===== config.mk =====
export PLATFORM = sky130hd
export DESIGN_NAME = pgu
export DESIGN_NICKNAME = d
export VERILOG_FILES = /design/src/rtl/cla_pkg.sv /design/src/rtl/pg_cell.sv /design/src/rtl/pgu.sv
export SDC_FILE = /design/constraint.sdc
export NUM_CORES = 1
export LEC_CHECK = 0
export CORE_AREA = 2 2 39 41
export CTS_BUF_LIST = sky130_fd_sc_hd__clkbuf_4 sky130_fd_sc_hd__clkbuf_8
export DETAILED_ROUTE_END_ITERATION = 10
export DIE_AREA = 0 0 41 43
export GPL_ROUTABILITY_DRIVEN = 1
export PLACE_DENSITY = 0.8
export SYNTH_ARGS = -nofsm -noshare
export SYNTH_HDL_FRONTEND = slang
export SYNTH_SLANG_ARGS = --single-unit
export TNS_END_PERCENT = 100

===== constraint.sdc =====
create_clock -name clk -period 1.46 [get_ports clk]
set_clock_uncertainty 0.05 [all_clocks]
set_input_delay 0.365 -clock clk [delete_from_list [all_inputs] [get_ports clk]]
set_output_delay 0.365 -clock clk [all_outputs]
set_load 0.01 [all_outputs]

===== src/rtl/cla_pkg.sv =====
// Shared types and constants for the carry-lookahead adder datapath.
// Latency: none (types, constants and a pure combine function only).
// Backpressure: not applicable.
package cla_pkg;

  // Default operand width of the CLA datapath.
  localparam int CLA_WIDTH = 4;

  // Single-bit propagate/generate pair, the element of the lookahead tree.
  typedef struct packed {
    logic p;
    logic g;
  } pg_bit_t;

  // Per-bit propagate/generate vectors handed to the lookahead carry unit.
  typedef struct packed {
    logic [CLA_WIDTH-1:0] p;
    logic [CLA_WIDTH-1:0] g;
  } pg_t;

  // Associative lookahead operator: combine a more-significant span (hi)
  // with the adjacent less-significant span (lo) into one span.
  function automatic pg_bit_t pg_combine(input pg_bit_t hi, input pg_bit_t lo);
    pg_bit_t r;
    r.g = hi.g | (hi.p & lo.g);
    r.p = hi.p & lo.p;
    return r;
  endfunction

endpackage : cla_pkg


===== src/rtl/pg_cell.sv =====
// Single-bit propagate/generate cell: p = a ^ b, g = a & b.
// Latency: purely combinational.
// Backpressure: none.
module pg_cell (
  input  logic a,
  input  logic b,
  output logic p,
  output logic g
);

  // Propagate is XOR so the downstream sum is simply p ^ carry; this also
  // makes p and g mutually exclusive per bit.
  assign p = a ^ b;
  assign g = a & b;

endmodule : pg_cell


===== src/rtl/pgu.sv =====
// Propagate/generate unit: per-bit p/g plus group gp/gg for the next CLA level.
// Latency: one clock from an accepted operand pair to out_valid.
// Backpressure: none; accepts one operand pair every cycle.
module pgu
  import cla_pkg::*;
#(
  parameter int WIDTH = CLA_WIDTH
) (
  input  logic             clk,
  input  logic             rst,
  input  logic             in_valid,
  input  logic [WIDTH-1:0] a,
  input  logic [WIDTH-1:0] b,
  output logic             out_valid,
  output logic [WIDTH-1:0] p,
  output logic [WIDTH-1:0] g,
  output logic             gp,
  output logic             gg
);

  // The group tree works on a power-of-two number of leaves; unused upper
  // leaves are padded with the identity element (p=1, g=0).
  localparam int LEVELS = (WIDTH > 1) ? $clog2(WIDTH) : 0;
  localparam int NLEAF  = 1 << LEVELS;

  logic [WIDTH-1:0] p_w;
  logic [WIDTH-1:0] g_w;
  logic             gp_w;
  logic             gg_w;

  logic             out_valid_q, out_valid_d;
  logic [WIDTH-1:0] p_q, p_d;
  logic [WIDTH-1:0] g_q, g_d;
  logic             gp_q, gp_d;
  logic             gg_q, gg_d;

  for (genvar i = 0; i < WIDTH; i++) begin : g_cell
    pg_cell u_pg_cell (
      .a (a[i]),
      .b (b[i]),
      .p (p_w[i]),
      .g (g_w[i])
    );
  end

  // Balanced binary reduction tree of the lookahead operator: each level
  // halves the number of spans, so depth is log2(WIDTH) and nothing ripples.
  always_comb begin
    pg_bit_t node [NLEAF];
    for (int i = 0; i < NLEAF; i++) begin
      node[i].p = 1'b1;
      node[i].g = 1'b0;
    end
    for (int i = 0; i < WIDTH; i++) begin
      node[i].p = p_w[i];
      node[i].g = g_w[i];
    end
    // In-place reduction is safe: entry i is written only after entries
    // 2i and 2i+1 (both >= i) have been read on the same level.
    for (int lvl = 0; lvl < LEVELS; lvl++) begin
      for (int i = 0; i < NLEAF / 2; i++) begin
        if (i < (NLEAF >> (lvl + 1))) begin
          node[i] = pg_combine(node[2*i+1], node[2*i]);
        end
      end
    end
    gp_w = node[0].p;
    gg_w = node[0].g;
  end

  // Next-state: capture a fresh result on in_valid, otherwise hold the last
  // result so a/b are ignored (including X) while idle.
  always_comb begin
    out_valid_d = in_valid;
    p_d         = p_q;
    g_d         = g_q;
    gp_d        = gp_q;
    gg_d        = gg_q;
    if (in_valid) begin
      p_d  = p_w;
      g_d  = g_w;
      gp_d = gp_w;
      gg_d = gg_w;
    end
  end

  // Output registers; reset has priority over a same-cycle capture.
  always_ff @(posedge clk) begin
    if (rst) begin
      out_valid_q <= 1'b0;
      p_q         <= '0;
      g_q         <= '0;
      gp_q        <= 1'b0;
      gg_q        <= 1'b0;
    end else begin
      out_valid_q <= out_valid_d;
      p_q         <= p_d;
      g_q         <= g_d;
      gp_q        <= gp_d;
      gg_q        <= gg_d;
    end
  end

  assign out_valid = out_valid_q;
  assign p         = p_q;
  assign g         = g_q;
  assign gp        = gp_q;
  assign gg        = gg_q;

endmodule : pgu


Word level (Yosys, flattened, before mapping)
Index checks and enable logic that the tools add are counted.
{"block": "word_totals", "register_bits": 11}
{"block": "classes", "bitwise_logic": 17}
{"cell": "$and 1x1->1", "n": 10}
{"cell": "$xor 1x1->1", "n": 4}
{"cell": "$or 1x1->1", "n": 3}

Logic depth before layout (Yosys ltp)
{"block": "depth", "word_depth": 5, "ltp_mapped": 4}

Cells and area by module
From an unflattened synthesis, not the netlist that was laid out.
{"block": "hier_totals", "cells_unflattened": 42, "area_unflattened_um2": 460.4}
{"mod": "pgu", "n_inst": 1, "cells_per_inst": 38, "area_per_inst_um2": 410.4}
{"mod": "pg_cell", "n_inst": 4, "cells_per_inst": 1, "area_per_inst_um2": 12.5}

Worst setup path after synthesis
Ideal clock, no wire load.
{"block": "synth_path", "path_kind": "in2reg", "start": "input port a[2]", "end": "register gp_q, in the netlist gp", "cell_stages": 4, "required_ps": 1292, "arrival_ps": 1011, "n_path_buf": 0, "setup_slack_ps": 282, "cell_sequence": "ha_1 and4_1 mux2i_1 nor2_1"}
{"block": "synth_via", "elab_chain_len": 3}
{"item": "from (decl)", "line": "pgu.sv:12", "text": "input logic [WIDTH-1:0] a,"}
{"item": "$xor 1x1->1", "line": "pg_cell.sv:13", "text": "assign p = a ^ b;"}
{"item": "$and 1x1->1 (2 in a row)", "line": "cla_pkg.sv:26", "text": "r.p = hi.p & lo.p;"}
{"item": "to (signal assigned)", "line": "pgu.sv:99", "text": "gp_q <= gp_d;"}
{"item": "to (decl)", "line": "pgu.sv:34", "text": "logic gp_q, gp_d;"}
Every way passes these cells.
A chain may end at the register's enable or synchronous reset.

Final worst setup path
{"block": "layout_path", "start": "input port b[2]", "end": "register gp_q, in the netlist gp"}
{"block": "layout_via", "elab_chain_len": 3}
{"item": "from (decl)", "line": "pgu.sv:13", "text": "input logic [WIDTH-1:0] b,"}
{"item": "$xor 1x1->1", "line": "pg_cell.sv:13"}
{"item": "via g_cell[2].u_pg_cell.p", "line": "pg_cell.sv:7", "text": "output logic p,"}
{"item": "$and 1x1->1 (2 in a row)", "line": "cla_pkg.sv:26"}
The timed path passes the listed nets, and every way through them passes these cells.

==> results.txt <==
Starting Density - 0.334
Final Max Slew Viols - 0
Via/cell ratio - 4.51
Total Wirelength - 890 um
Power per cell area - 931 mW/mm^2
Gpl congestion - 0.696
P_leak - 0.368 nW
Status - completed
Clock sink count - 11
Register area share after synthesis - 0.477
Post-Place Worst Slack - -0.220 ns
Root Driver - clkbuf_4
# DRC - 0
Synthesized net count - 57
Crit path DAT - 1.48 ns
Skew-Pair Late Insertion Delay - 0.26 ns
Post-Route Setup TNS - 0 ns
Number of global-route vias before repair - 349
Max-cap viol count - 0
Post-CTS Hold Buffers - 0
M1 GR Usage - 0.173
Syn_area_per_cell - 11.0 sq um
Max VDD drop - 0.696 mV
Die ar. - 0.00176 sq mm
Setup Crit Path Kind - in -> reg
CTS tree - yes
CTS H-tree depth - 1
Fillers - 136
Core area - 0.00138 sq mm
Initial antenna violation count - 0
N_diodes - 0
YS warnings - 0
Port bufs - 21
Share of post-route cells with drive strength above 1 - 0.106
Syn-to-layout area delta - 57.5%
Most crowded layer after global routing - met1
CP Capture Type - flip-flop
Count of different cell masters after synthesis - 12
Largest net degree at the start of global routing - 13
CP max FO - 3
Row count - 14
Number of synthesized register bits - 11
Chip Height - 43 um
TritonRoute pass-1 iters - 4
CTS buffer count - 3
Detailed-route via count - 370
CP cell instances - clkdlybuf4s50_1, ha_1, and4_1, mux2i_1, nor2_1
Hold WC Path Type - reg -> reg
Setup violators final - 0
Max-Slew Margin vs Limit - 0.708
Final hold vios - 0
Tmin final - 1.39 ns
Mapped Area - 462 sq um
Data required, critical path - 1.55 ns
Cells after Synth - 42
GR Util met3 - 0.0314
Final core utilization - 0.525
All-Layer GR Usage - 0.118
IO Pins - 22
FMAX - 720 MHz
First-pass GRT wire length - 1440 um
CP max stage cell - clkdlybuf4s50_1
GR met2 Demand/Resource - 0.163
Die W - 41 um
Post-layout worst setup margin - 0.0714 ns
Clock slew at reported path FFs - 0.07 ns
1st-iter DRT viols - 2
Routed Antenna Nets - 0
Worst path max stage delay - 0.40 ns
WL per Instance - 10.9 um
Final period util - 0.951
RSZ-0062 raised after global routing - false
Clock Path Buffers - 2
Grt ovf - 0
Worst Tran Pin Value - 0.436 ns
Dpl hpwl - 679 um
# nets final - 82
Critical path startpoint category - primary input
worst max-delay path, delay by kind of cell:
kind,cells,cell delay [ns]
mux,1,0.12
buf+inv,1,0.40
fa+ha+maj,1,0.32
simple gates,2,0.26
sequential cells by signal, summed over array words and instances (netlist names):
| signal | cells |
|---|---|
| gg | 1 |
| p | 4 |
| g | 4 |
| out_valid | 1 |
| gp | 1 |
power by group:
group / internal [mW] / switching, mW / total (mW)
Combinational: 0.0746 / 0.0546 / 0.129
Clock: 0.124 / 0.0989 / 0.223
Sequential: 0.317 / 0.00729 / 0.324
Total: 0.516 / 0.161 / 0.677
cells by family after synthesis:
| logic type | share of synthesized area |
|---|---|
| adders and majority gates | 0.108 |
| and+or+nand+nor | 0.125 |
| buffers and inverters | 0.0352 |
| AOI/OAI and AO/OA | 0.0596 |
| muxes | 0.195 |
| DFF | 0.477 |
layout make-up:
class	instances	area (sq um)	area share
sequential	11	220	0.303
multi-input combinational	29	238	0.327
clock buffer	4	30.0	0.0413
tap	16	20.0	0.0275
timing repair buffer	22	219	0.301
per-stage QoR:
step	instance area (sq um)	hold WS [ns]	power, mW	instances
after floorplan	462	0.387	0.396	42
after global placement	696	0.422	0.470	78
after detailed placement	696	0.438	0.471	78
after CTS	712	0.453	0.685	82
after global routing	727	0.478	0.709	82
final	727	0.446	0.677	82
final timing paths:
| path | from | to | slack, ns | cells past startpoint |
|---|---|---|---|---|
| max | b[2] | gp | 0.07 | 5 |
| min | p[0] | p[0] | 0.45 | 2 |
| max reg2reg | gg | gg | 0.73 | 2 |
| min reg2reg | p[0] | p[0] | 0.45 | 2 |
Yosys cell counts (all sizes together):
library cell	count	area, sq um
ha	4	50.1
dfxtp	11	220
mux2i	9	90.1
and4	1	8.76
buf	2	16.3
nand3	1	5.00
a311oi	1	15.0
nor2b	1	6.26
a21oi	1	5.00
nor2	10	37.5
a21o	1	7.51
placed cells by master (no fill, tap or decap), drive strengths merged:
master and instances:
clkdlybuf4s50 9, and4 1, mux2i 9, ha 4, dlygate4sd2 11, dlymetal6s2s 1
dfxtp 11, nor2b 1, a311oi 1, a21oi 1, clkbuf 4, nand3 1
buf 1, a21o 1, nor2 10
what timing repair did:
item	CTS	global route
endpoints found under the setup margin	11	2
gates resized for setup	11	2
setup buffers	0	0
pin swaps	0	1
routing by layer:
| layer | wire length [um] | up-vias | part of all wire |
|---|---|---|---|
| met3 | 52 | 0 | 0.058 |
| met2 | 433 | 10 | 0.49 |
| met1 | 404 | 166 | 0.45 |
| met5 | 0 | - | 0 |
| li1 | - | 194 | - |
| met4 | 0 | 0 | 0 |
Power figures use the tool's default switching activity.
